===== src/rtl/sb_pkg.sv =====
// Shared definitions for the system-bus arbiter family.
// Contents:
//   - transfer-type encodings SB_TRANS_*
//   - slave response encodings SB_RESP_*
//   - arbiter FSM state type sb_state_e
package sb_pkg;

  localparam logic [1:0] SB_TRANS_IDLE   = 2'b00;
  localparam logic [1:0] SB_TRANS_BUSY   = 2'b01;
  localparam logic [1:0] SB_TRANS_NONSEQ = 2'b10;
  localparam logic [1:0] SB_TRANS_SEQ    = 2'b11;

  localparam logic [1:0] SB_RESP_OKAY  = 2'b00;
  localparam logic [1:0] SB_RESP_ERROR = 2'b01;
  localparam logic [1:0] SB_RESP_RETRY = 2'b10;
  localparam logic [1:0] SB_RESP_SPLIT = 2'b11;

  typedef enum logic [1:0] {
    StPark = 2'b00,
    StOwn  = 2'b01,
    StLock = 2'b10
  } sb_state_e;

endpackage


===== src/rtl/sb_rr_pick.sv =====
// Combinational rotating-priority picker.
// Ports:
//   i_req   - request vector
//   i_last  - index of the last winner; the search starts at i_last+1 and wraps
//   o_grant - one-hot winner (all-zero when no request)
//   o_idx   - winner index (0 when no request)
//   o_valid - at least one request present
module sb_rr_pick #(
  parameter int unsigned N = 2,
  parameter int unsigned W = 1
) (
  input  logic [N-1:0] i_req,
  input  logic [W-1:0] i_last,
  output logic [N-1:0] o_grant,
  output logic [W-1:0] o_idx,
  output logic         o_valid
);

  int unsigned w_j;

  always_comb begin
    o_grant = '0;
    o_idx   = '0;
    o_valid = 1'b0;
    w_j     = 0;
    for (int unsigned k = 1; k <= N; k++) begin
      w_j = (32'(i_last) + k) % N;
      if (!o_valid && i_req[w_j]) begin
        o_valid      = 1'b1;
        o_grant[w_j] = 1'b1;
        o_idx        = W'(w_j);
      end
    end
  end

endmodule


===== src/rtl/sb_rr_split_arbiter.sv =====
// Round-robin system-bus arbiter with split masking, locked-transfer hold,
// burst-safe handover and a parked default master.
// Optional feature macro: SB_ARB_TENURE_LIMIT_EN (per-tenure ready-cycle limit).
// Ports:
//   sb_clk, sb_reset         - clock, asynchronous active-high reset
//   sb_busreq, sb_lock       - per-master request / locked request
//   sb_split_ar              - per-master split-release pulse
//   sb_trans_ar, sb_resp_ar  - current transfer type and slave response
//   sb_ready_ar              - transfer complete
//   sb_grant, sb_masters     - registered one-hot grant and owner index
//   sb_mastlock              - registered: current tenure is locked
//   sb_split_mask            - masters blocked by SPLIT
module sb_rr_split_arbiter
  import sb_pkg::*;
#(
  parameter int unsigned NUM_MASTERS    = 2,
  parameter int unsigned MW             = (NUM_MASTERS > 1) ? $clog2(NUM_MASTERS) : 1,
  parameter int unsigned DEFAULT_MASTER = 0,
  parameter int unsigned MAX_TENURE     = 16
) (
  input  logic                   sb_clk,
  input  logic                   sb_reset,
  input  logic [NUM_MASTERS-1:0] sb_busreq,
  input  logic [NUM_MASTERS-1:0] sb_lock,
  input  logic [NUM_MASTERS-1:0] sb_split_ar,
  input  logic [1:0]             sb_trans_ar,
  input  logic [1:0]             sb_resp_ar,
  input  logic                   sb_ready_ar,
  output logic [NUM_MASTERS-1:0] sb_grant,
  output logic [MW-1:0]          sb_masters,
  output logic                   sb_mastlock,
  output logic [NUM_MASTERS-1:0] sb_split_mask
);

  localparam logic [NUM_MASTERS-1:0] LP_DEF_OH =
    {{(NUM_MASTERS-1){1'b0}}, 1'b1} << DEFAULT_MASTER;
  localparam logic [MW-1:0] LP_DEF_IDX = MW'(DEFAULT_MASTER);

  sb_state_e              r_state, w_state_d;
  logic [NUM_MASTERS-1:0] r_grant, w_grant_d;
  logic [MW-1:0]          r_masters, w_masters_d;
  logic                   r_mastlock;
  logic [NUM_MASTERS-1:0] r_mask, w_mask_d;
  logic [MW-1:0]          r_ptr, w_ptr_d;

  logic                   w_ap, w_owned, w_split, w_retry, w_hold_lock;
  logic [NUM_MASTERS-1:0] w_elig, w_pick_req, w_pick_grant;
  logic [MW-1:0]          w_pick_idx;
  logic                   w_pick_valid;

  assign w_ap    = sb_ready_ar && (sb_trans_ar != SB_TRANS_SEQ) && (sb_trans_ar != SB_TRANS_BUSY);
  assign w_owned = (r_state != StPark);
  assign w_split = sb_ready_ar && (sb_resp_ar == SB_RESP_SPLIT) && w_owned;
  assign w_retry = sb_ready_ar && (sb_resp_ar == SB_RESP_RETRY) && w_owned;

  // Release is applied before a new SPLIT so a same-edge pair leaves the bit set.
  always_comb begin
    w_mask_d = r_mask & ~sb_split_ar;
    if (w_split) w_mask_d[r_masters] = 1'b1;
  end

  // Arbitrate against the post-update mask so a splitting owner cannot win back.
  assign w_elig      = sb_busreq & ~w_mask_d;
  assign w_hold_lock = (r_state == StLock) && sb_lock[r_masters] && !w_split;

`ifdef SB_ARB_TENURE_LIMIT_EN
  logic [7:0] r_tenure;
  logic       w_expired;

  assign w_expired  = (r_state == StOwn) && (r_tenure >= 8'(MAX_TENURE)) &&
                      ((w_elig & ~r_grant) != '0);
  // Expired owner is removed from the search so another requester must win.
  assign w_pick_req = w_expired ? (w_elig & ~r_grant) : w_elig;

  always_ff @(posedge sb_clk or posedge sb_reset) begin
    if (sb_reset) begin
      r_tenure <= 8'd0;
    end else if (w_grant_d != r_grant) begin
      r_tenure <= 8'd0;
    end else if ((r_state == StOwn) && sb_ready_ar && (r_tenure != 8'hFF)) begin
      r_tenure <= r_tenure + 8'd1;
    end
  end
`else
  assign w_pick_req = w_elig;
`endif

  sb_rr_pick #(
    .N(NUM_MASTERS),
    .W(MW)
  ) u_pick (
    .i_req  (w_pick_req),
    .i_last (r_ptr),
    .o_grant(w_pick_grant),
    .o_idx  (w_pick_idx),
    .o_valid(w_pick_valid)
  );

  always_comb begin
    w_state_d   = r_state;
    w_grant_d   = r_grant;
    w_masters_d = r_masters;
    w_ptr_d     = r_ptr;
    if (w_ap || w_split || w_retry) begin
      if (w_hold_lock) begin
        w_state_d = StLock;
      end else if (w_pick_valid) begin
        w_grant_d   = w_pick_grant;
        w_masters_d = w_pick_idx;
        w_ptr_d     = w_pick_idx;
        w_state_d   = sb_lock[w_pick_idx] ? StLock : StOwn;
      end else begin
        w_state_d = StPark;
        if (w_mask_d[DEFAULT_MASTER]) begin
          // Masked default: drive no grant, keep the last owner index.
          w_grant_d = '0;
        end else begin
          w_grant_d   = LP_DEF_OH;
          w_masters_d = LP_DEF_IDX;
        end
      end
    end
  end

  always_ff @(posedge sb_clk or posedge sb_reset) begin
    if (sb_reset) begin
      r_state    <= StPark;
      r_grant    <= LP_DEF_OH;
      r_masters  <= LP_DEF_IDX;
      r_mastlock <= 1'b0;
      r_mask     <= '0;
      r_ptr      <= LP_DEF_IDX;
    end else begin
      r_state    <= w_state_d;
      r_grant    <= w_grant_d;
      r_masters  <= w_masters_d;
      r_mastlock <= (w_state_d == StLock);
      r_mask     <= w_mask_d;
      r_ptr      <= w_ptr_d;
    end
  end

  assign sb_grant      = r_grant;
  assign sb_masters    = r_masters;
  assign sb_mastlock   = r_mastlock;
  assign sb_split_mask = r_mask;

endmodule


===== config.mk =====
export PLATFORM = sky130hd
export DESIGN_NAME = sb_rr_split_arbiter
export DESIGN_NICKNAME = d
export VERILOG_FILES = /design/src/rtl/sb_pkg.sv /design/src/rtl/sb_rr_pick.sv /design/src/rtl/sb_rr_split_arbiter.sv
export SDC_FILE = /design/constraint.sdc
export NUM_CORES = 1
export LEC_CHECK = 0
export ABC_AREA = 0
export BUFFER_PORTS_ARGS = -buffer_cell sky130_fd_sc_hd__buf_2
export CAP_MARGIN = 10
export CORE_MARGIN = 10
export CORE_UTILIZATION = 35
export CTS_CLUSTER_DIAMETER = 100
export DETAILED_ROUTE_END_ITERATION = 8
export PLACE_DENSITY = 0.7
export SLEW_MARGIN = 40
export SYNTH_ARGS = -nofsm -noshare
export SYNTH_HDL_FRONTEND = slang
export SYNTH_SLANG_ARGS = --single-unit

===== constraint.sdc =====
create_clock -name sb_clk -period 4.55 [get_ports sb_clk]
set_clock_uncertainty 0.15 [all_clocks]
set_input_delay 0.91 -clock sb_clk [delete_from_list [all_inputs] [get_ports sb_clk]]
set_output_delay 0.91 -clock sb_clk [all_outputs]
set_load 0.01 [all_outputs]

Word-level counts from Yosys, hierarchy flattened
Index checks and enable logic that the tools add are counted.

$add $sub $neg: 2. Bitwise logic cells: 7. Reductions and logical operators: 20. Muxes and demuxes: 29. Equality and inequality tests: 7. Order comparisons: 7.

Operators by type and width (number): 2-to-1 mux 1 bit (18); 2-to-1 mux 2 bit (8); logical AND 1 bit (12); == test 2 bit, second input constant (4); less-than comparator 1 x 2 -> 1 bit, second input constant (4); AND reduction 3 bit (2); AND 2 bit (2); inequality test 2 x 1 -> 1 bit, second input constant (2); inverter 2 bit (2); OR 2 bit (2); demux 1 bit (select 1 bit) (3); >= comparator 1 bit, second input constant (3); adder 1 bit, second input constant (2); logical NOT 1 bit (2); logical OR 1 bit (2); inequality test 2 bit, second input constant (1); AND reduction 2 bit (1); nonzero test 2 bit (1); inverter 1 bit (1).

Word-level logic and storage cells: 78. Flip-flop bits (word level): 9. Output and inout bits: 6. Input bits: 13.

Depth between registers and ports, before layout
Gate-level depths: netlist of run 1.

Depth in word-level cells: 21. Gate-level depth with buffers: 5. Mapped depth without buffers: 5.

By module
A second synthesis of run 1 with hierarchy kept.

Cell total of the unflattened synthesis: 49. Area, all modules: 510.5 um^2.

By module, submodules not included: sb_rr_split_arbiter (cells each 44, area each 478.0 um^2, instances 1, sequential area each 226.5 um^2); sb_rr_pick (cells each 5, area each 32.5 um^2, instances 1, sequential area each 0.0 um^2).

Worst setup path before layout of run 1
No wires, ideal clock.

Path kind: input -> register. From: input sb_lock[0]. To: register r_ptr. Buffers on the path: 0. Required time: 4.274 ns. Cell stages on the path: 4. Setup slack: 2.460 ns. Library setup time: 0.126 ns. Arrival time: 1.814 ns. Cells stage by stage: o21ai_0 > o211ai_4 > o21a_1 > o32a_1.

Longest elaborated chain between the ends: 6.

Ends and longest elaborated chain: start: declaration (RTL line sb_rr_split_arbiter.sv:24) `input logic [NUM_MASTERS-1:0] sb_lock,`; 2-to-1 mux 1 bit (implied by the code) (2 in series) (RTL line sb_rr_split_arbiter.sv:64) `assign w_hold_lock = (r_state == StLock) && sb_lock[r_masters] && !w_split;`; logical AND 1 bit (2 in series) (RTL line sb_rr_split_arbiter.sv:64); inverter 1 bit (no source line); AND reduction 3 bit (no source line); end signal: assignment (RTL line sb_rr_split_arbiter.sv:139) `r_ptr <= w_ptr_d;`; end: declaration (RTL line sb_rr_split_arbiter.sv:44) `logic [MW-1:0] r_ptr, w_ptr_d;`.

No other way between the ends. The select of a mux whose other input is x is not followed. A chain may end at the register's enable or synchronous reset.

Worst setup path after layout of run 1
Ends and elaborated chain as after synthesis.

==> out/summary.txt, run 1 <==
worst hold stages = 2
min-delay worst type = register to register
worst setup path start = sb_lock[0]
vias per inst = 5.341
routability cong. = 0.8890
Post-synth EDFFs = 0
layout net count = 90
Ys Warns = 0
Switch Pwr = 0.1230 mW
Net Sw Frac = 37.57%
Clock transition at path regs = 60 ps
WS Path Type = input port to register
CORE AREA = 1366 um2
max-slew violations = 0
register bit total from synthesis = 9
non-filler instance count after layout = 91
Clk pwr share = 18.1%
R2R setup slack = 2770 ps
Critical R2R Launch = r_state[1]$_DFF_PP0_
die area = 3467 um2
synthesized area per cell = 9.623 um2
post-synthesis sequential area ratio = 42.79%
f_max = 493.4 MHz
Die X = 58.89 um
setup total negative slack = 0 ps
Num Clock Sinks = 9
DR iter-0 viols = 8
Synth Flop Type = dfrtp_1
post-route cell area = 659.4 um2
Vias = 486
CTS tree = done
fin crit period = 2027 ps
n_diodes = 0
Critical Path End Type = register
CP startpoint kind = input port
hold endpoint = sb_grant[0]$_DFFE_PP1P_
number of global-route vias before repair = 492
critical path's slowest cell = o32a_1
Cell Int Power = 0.2044 mW
syn_nets = 68
PD cells = 496.5 nW/um2
RSZ-0062 raised after global routing = false
all-layer global routing usage = 7.467%
most common cell after layout, fill and taps aside = buf_2
async set-reset flop share out of synthesis = 100.0%
Post-Syn Area = 529.3 um2
MaxCap Viol Count = 0
Synth-to-Final Area Change = 24.59%
cell row count = 13
GRT met3 Usage = 5.150%
GRT overflow = 0
CP peak stage delay = 320 ps
Final Hold Viols = 0
H-Tree Depth = 1
Worst VDD drop = 0.2609 mV
placed cell count = 87
critical path fanouts, max = 9
Pre-Repair DR Iteration Count = 4
setup repair bufs after CTS = 0
commonest non-fill, non-tap cells in the layout = buf_2, nand2_1, dfrtp_1
GR Util met1 = 8.323%
DIE HEIGHT = 58.89 um
sequential power share = 41.8%
number of remaining DRC errors = 0
worst-case clock buffer depth = 2
largest net degree at the start of global routing = 10
Antenna Nets Post-Route = 0
port bufs = 17
Root Driver = clkbuf_4
Cells after Synth = 55
Reg2Reg Capture Point = r_state[0]$_DFF_PP0_
Worst Path Required = 4540 ps
worst path cell trace = buf_2, o21ai_0, o211ai_4, o21a_1, o32a_1
initial core utilization = 38.74%
final hold slack = 323.8 ps
R2R depth = 5
WL/cell = 13.84 um
first-pass GRT wire length = 2035 um
status = complete, no violations
critical path arrival = 2010 ps
Post-CTS Resized = 0
final worst-path cycle share = 44.54%
Routed WL = 1259 um
Clock Latency Late Sink = 250 ps
Post-Place Cell Area = 633.1 um2
cts bufs inserted = 3
worst slew pin tran = 340.5 ps
Static Leak = 0.3238 nW
layer with the highest usage = met2
hold_buf cts = 0
num ports = 19
layout cells sized above 1 = 35.53%
worst hold start = sb_grant[0]$_DFFE_PP1P_
Distinct cells, synth = 26
max_slew headroom = 77.06%
antenna violations before repair = 0
met2 Track Usage GR = 11.26%
Final setup viols = 0
Gate power share = 40.1%
detailed placer's ending HPWL = 1024 um
[power by group through the flow]
stage	Combinational, mW	Sequential [mW]	Clock (mW)
3_3_place_gp	0.130	0.139	0
5_1_grt	0.145	0.144	0.0671
2_1_floorplan	0.0806	0.146	0
4_1_cts	0.133	0.137	0.0625
6_report	0.131	0.137	0.0592
3_5_place_dp	0.132	0.138	0
[cell type report]
type | instances | area, um2
Timing Repair Buffer | 17 | 85.08
Tap cell | 15 | 18.77
Sequential cell | 9 | 226.5
Clock buffer | 4 | 26.28
Fill cell | 145 | 706.9
Inverter | 4 | 15.01
Multi-Input combinational cell | 42 | 287.8
[layer usage]
metal,vias up,part of all wire [%]
li1,248,-
met1,220,48
met2,18,43
met3,0,9.3
met4,0,0
met5,-,0
[logic make-up after synthesis]
kind of cell | synth area share, %
compound gates | 37.35
simple gates | 13.00
flops | 42.79
buf+inv | 2.836
mux | 4.019
[synthesized netlist by cell type (all sizes together), types with 2 or more instances]
| cell | count | share of area [%] |
|---|---|---|
| o211ai | 2 | 6.4 |
| dfrtp | 8 | 38 |
| nor2 | 5 | 3.5 |
| nand2b | 2 | 2.4 |
| nand2 | 8 | 5.7 |
| o21ai | 6 | 6.4 |
| o22ai | 2 | 2.4 |
| a21oi | 4 | 4.5 |
| inv | 4 | 2.8 |
[critical path: cells and delay by family]
kind	cells	cell delay (ps)
buffers and inverters	1	110
AOI/OAI and AO/OA	4	990
[how the worst max path moves through the flow]
stage,to,slack [ps]
2_1_floorplan,r_ptr$_DFFE_PP0P_,2460
3_3_place_gp,r_ptr$_DFFE_PP0P_,2280
3_5_place_dp,r_ptr$_DFFE_PP0P_,2240
4_1_cts,r_ptr$_DFFE_PP0P_,2510
5_1_grt,r_ptr$_DFFE_PP0P_,2490
6_report,r_ptr$_DFFE_PP0P_,2520
[metrics by stage]
step	util, %	power, mW	setup slack, ps
CTS	48.26	0.3328	2513
floorplan	-	0.2261	2460
finish	48.26	0.3274	2523
global placement	46.34	0.2689	2280
global route	48.26	0.3564	2485
detailed placement	46.34	0.2710	2239
[registers in the layout, summed over array words and instances (netlist names)]
name	cells
sb_masters	1
r_ptr	1
sb_grant	2
r_state	2
sb_split_mask	2
sb_mastlock	1
Power figures use the tool's default switching activity.
==> inputs of run 2 (changes only) <==
--- a/config.mk
+++ b/config.mk
@@ -12,7 +12,7 @@
 export CORE_UTILIZATION = 35
 export CTS_CLUSTER_DIAMETER = 100
 export DETAILED_ROUTE_END_ITERATION = 8
-export PLACE_DENSITY = 0.7
+export PLACE_DENSITY = 0.72
 export SLEW_MARGIN = 40
 export SYNTH_ARGS = -nofsm -noshare
 export SYNTH_HDL_FRONTEND = slang
==> constraint.sdc (replaced) <==
create_clock -name sb_clk -period 1.7 [get_ports sb_clk]
set_clock_uncertainty 0.15 [all_clocks]
set_input_delay 0.34 -clock sb_clk [delete_from_list [all_inputs] [get_ports sb_clk]]
set_output_delay 0.34 -clock sb_clk [all_outputs]
set_load 0.01 [all_outputs]
==> out/summary.txt, run 2 (synthesis gave the netlist of run 1 again) <==
Static Leak = 0.3766 nW
port bufs = 17
commonest non-fill, non-tap cells in the layout = buf_2, buf_4, nand2_1
RSZ-0062 raised after global routing = true
MaxCap Viol Count = 0
DIE HEIGHT = 58.89 um
antenna violations before repair = 0
final setup margin = -22.95 ps
worst hold stages = 3
worst hold start = sb_ready_ar
detailed placer's ending HPWL = 1102 um
first-pass GRT wire length = 2194 um
number of remaining DRC errors = 0
layer with the highest usage = met2
Vias = 544
Switch Pwr = 0.3688 mW
WL/cell = 13.83 um
Setup WS pre-CTS = -23.58 ps
hold endpoint = sb_split_mask[1]$_DFF_PP0_
Die X = 58.89 um
GR Util met1 = 9.180%
met2 Track Usage GR = 12.76%
Clock transition at path regs = 60 ps
most common cell after layout, fill and taps aside = buf_2
R2R setup slack = -20 ps
cell row count = 13
number of global-route vias before repair = 526
Gate power share = 45.8%
GRT met3 Usage = 4.721%
Synth-to-Final Area Change = 46.34%
CORE AREA = 1366 um2
Cell Int Power = 0.6260 mW
violated checks = setup timing
worst-case clock buffer depth = 2
Root Driver = clkbuf_4
Clk pwr share = 16.6%
total power draw = 0.9948 mW
filler instances = 137
H-Tree Depth = 1
CP startpoint kind = register
Clock Latency Late Sink = 260 ps
fin crit period = 1723 ps
Num Clock Sinks = 9
Net Sw Frac = 37.08%
Routed WL = 1424 um
GRT overflow = 0
f_max = 580.4 MHz
initial core utilization = 38.74%
n_diodes = 0
final worst-path cycle share = 101.4%
cts bufs inserted = 3
critical path arrival = 1770 ps
all-layer global routing usage = 7.984%
min-delay worst type = input port to register
largest net degree at the start of global routing = 10
DR iter-0 viols = 10
Final Hold Viols = 0
vias per inst = 5.282
max-slew violations = 0
routability cong. = 0.8474
multi-input logic area = 307.8 um2
Finished Core Util = 56.68%
layout net count = 102
die area = 3467 um2
layout cells sized above 1 = 47.73%
Reg area = 229.0 um2
num ports = 19
PD cells = 1284 nW/um2
CTS tree = done
Critical Path End Type = register
Final setup viols = 1
Worst VDD drop = 0.6038 mV
max_slew headroom = 77.64%
WS Path Type = register to register
Critical R2R Launch = r_state[0]$_DFF_PP0_
Worst Path Required = 1740 ps
worst slew pin tran = 335.0 ps
R2R depth = 5
Reg2Reg Capture Point = r_state[0]$_DFF_PP0_
status = finished, violations left
sequential power share = 37.6%
Pre-Repair DR Iteration Count = 4
Antenna Nets Post-Route = 0
critical path fanouts, max = 5
run 2: cell types whose count changed in the layout (fill, tap and decap cells not counted), sizes merged:
cell / delta
buf: +11
dlygate4sd3: +1
run 2: worst max path at each step:
stage / endpoint / start / cells past startpoint / slack (ps)
2_1_floorplan: r_ptr$_DFFE_PP0P_ / sb_masters$_DFFE_PP0P_ / 4 / 40
6_report: r_state[0]$_DFF_PP0_ / r_state[0]$_DFF_PP0_ / 5 / -20
3_5_place_dp: r_state[0]$_DFF_PP0_ / r_state[1]$_DFF_PP0_ / 5 / -20
4_1_cts: r_state[0]$_DFF_PP0_ / r_state[1]$_DFF_PP0_ / 5 / 1
3_3_place_gp: r_state[0]$_DFF_PP0_ / r_state[1]$_DFF_PP0_ / 5 / -30
5_1_grt: r_state[0]$_DFF_PP0_ / r_state[0]$_DFF_PP0_ / 5 / -70
run 2: power groups by stage:
stage          Clock (mW)  Sequential, mW  Combinational [mW]
2_1_floorplan           0           0.389               0.216
3_3_place_gp            0           0.367               0.407
3_5_place_dp            0           0.370               0.411
4_1_cts             0.169           0.373               0.423
5_1_grt             0.184           0.387               0.499
6_report            0.166           0.374               0.455
run 2: what timing repair did:
item                                    in CTS  in global routing
endpoints found under the setup margin       3                  5
resized for setup                            3                  3
hold endpoints to repair                     8                  0
setup buffers                                0                  4
pin swaps                                    0                  7
hold buffers                                 1                  0
run 2: routing by layer:
metal  up-vias  routed length, um
met3         0                125
met2        22                715
li1        269                  -
met1       253                583
met4         0                  0
met5         -                  0
run 2: area by class of cell:
| type | count | share of cell area, % |
|---|---|---|
| multi-input combinational | 42 | 39.74 |
| sequential | 9 | 29.56 |
| timing repair buffer | 29 | 22.94 |
| clock buffer | 4 | 3.393 |
| tap | 15 | 2.423 |
| inverter | 4 | 1.939 |
run 2: stage by stage:
stage               TNS, ps  hold WS (ps)  area, um2  instances
floorplan                 0         17.20      529.3         55
global placement     -39.98         155.7      685.7         94
detailed placement   -23.58         178.7      685.7         94
CTS                       0         263.9      738.2         99
global route         -164.7         279.1      774.5        103
finish               -22.95         260.8      774.5        103
run 2: worst max-delay path: stages (launching register included):
cell and delay [ps]:
dfrtp_2 440, o2111ai_4 260, o211ai_2 140, a21oi_2 180, mux2i_2 290, a32o_1 190
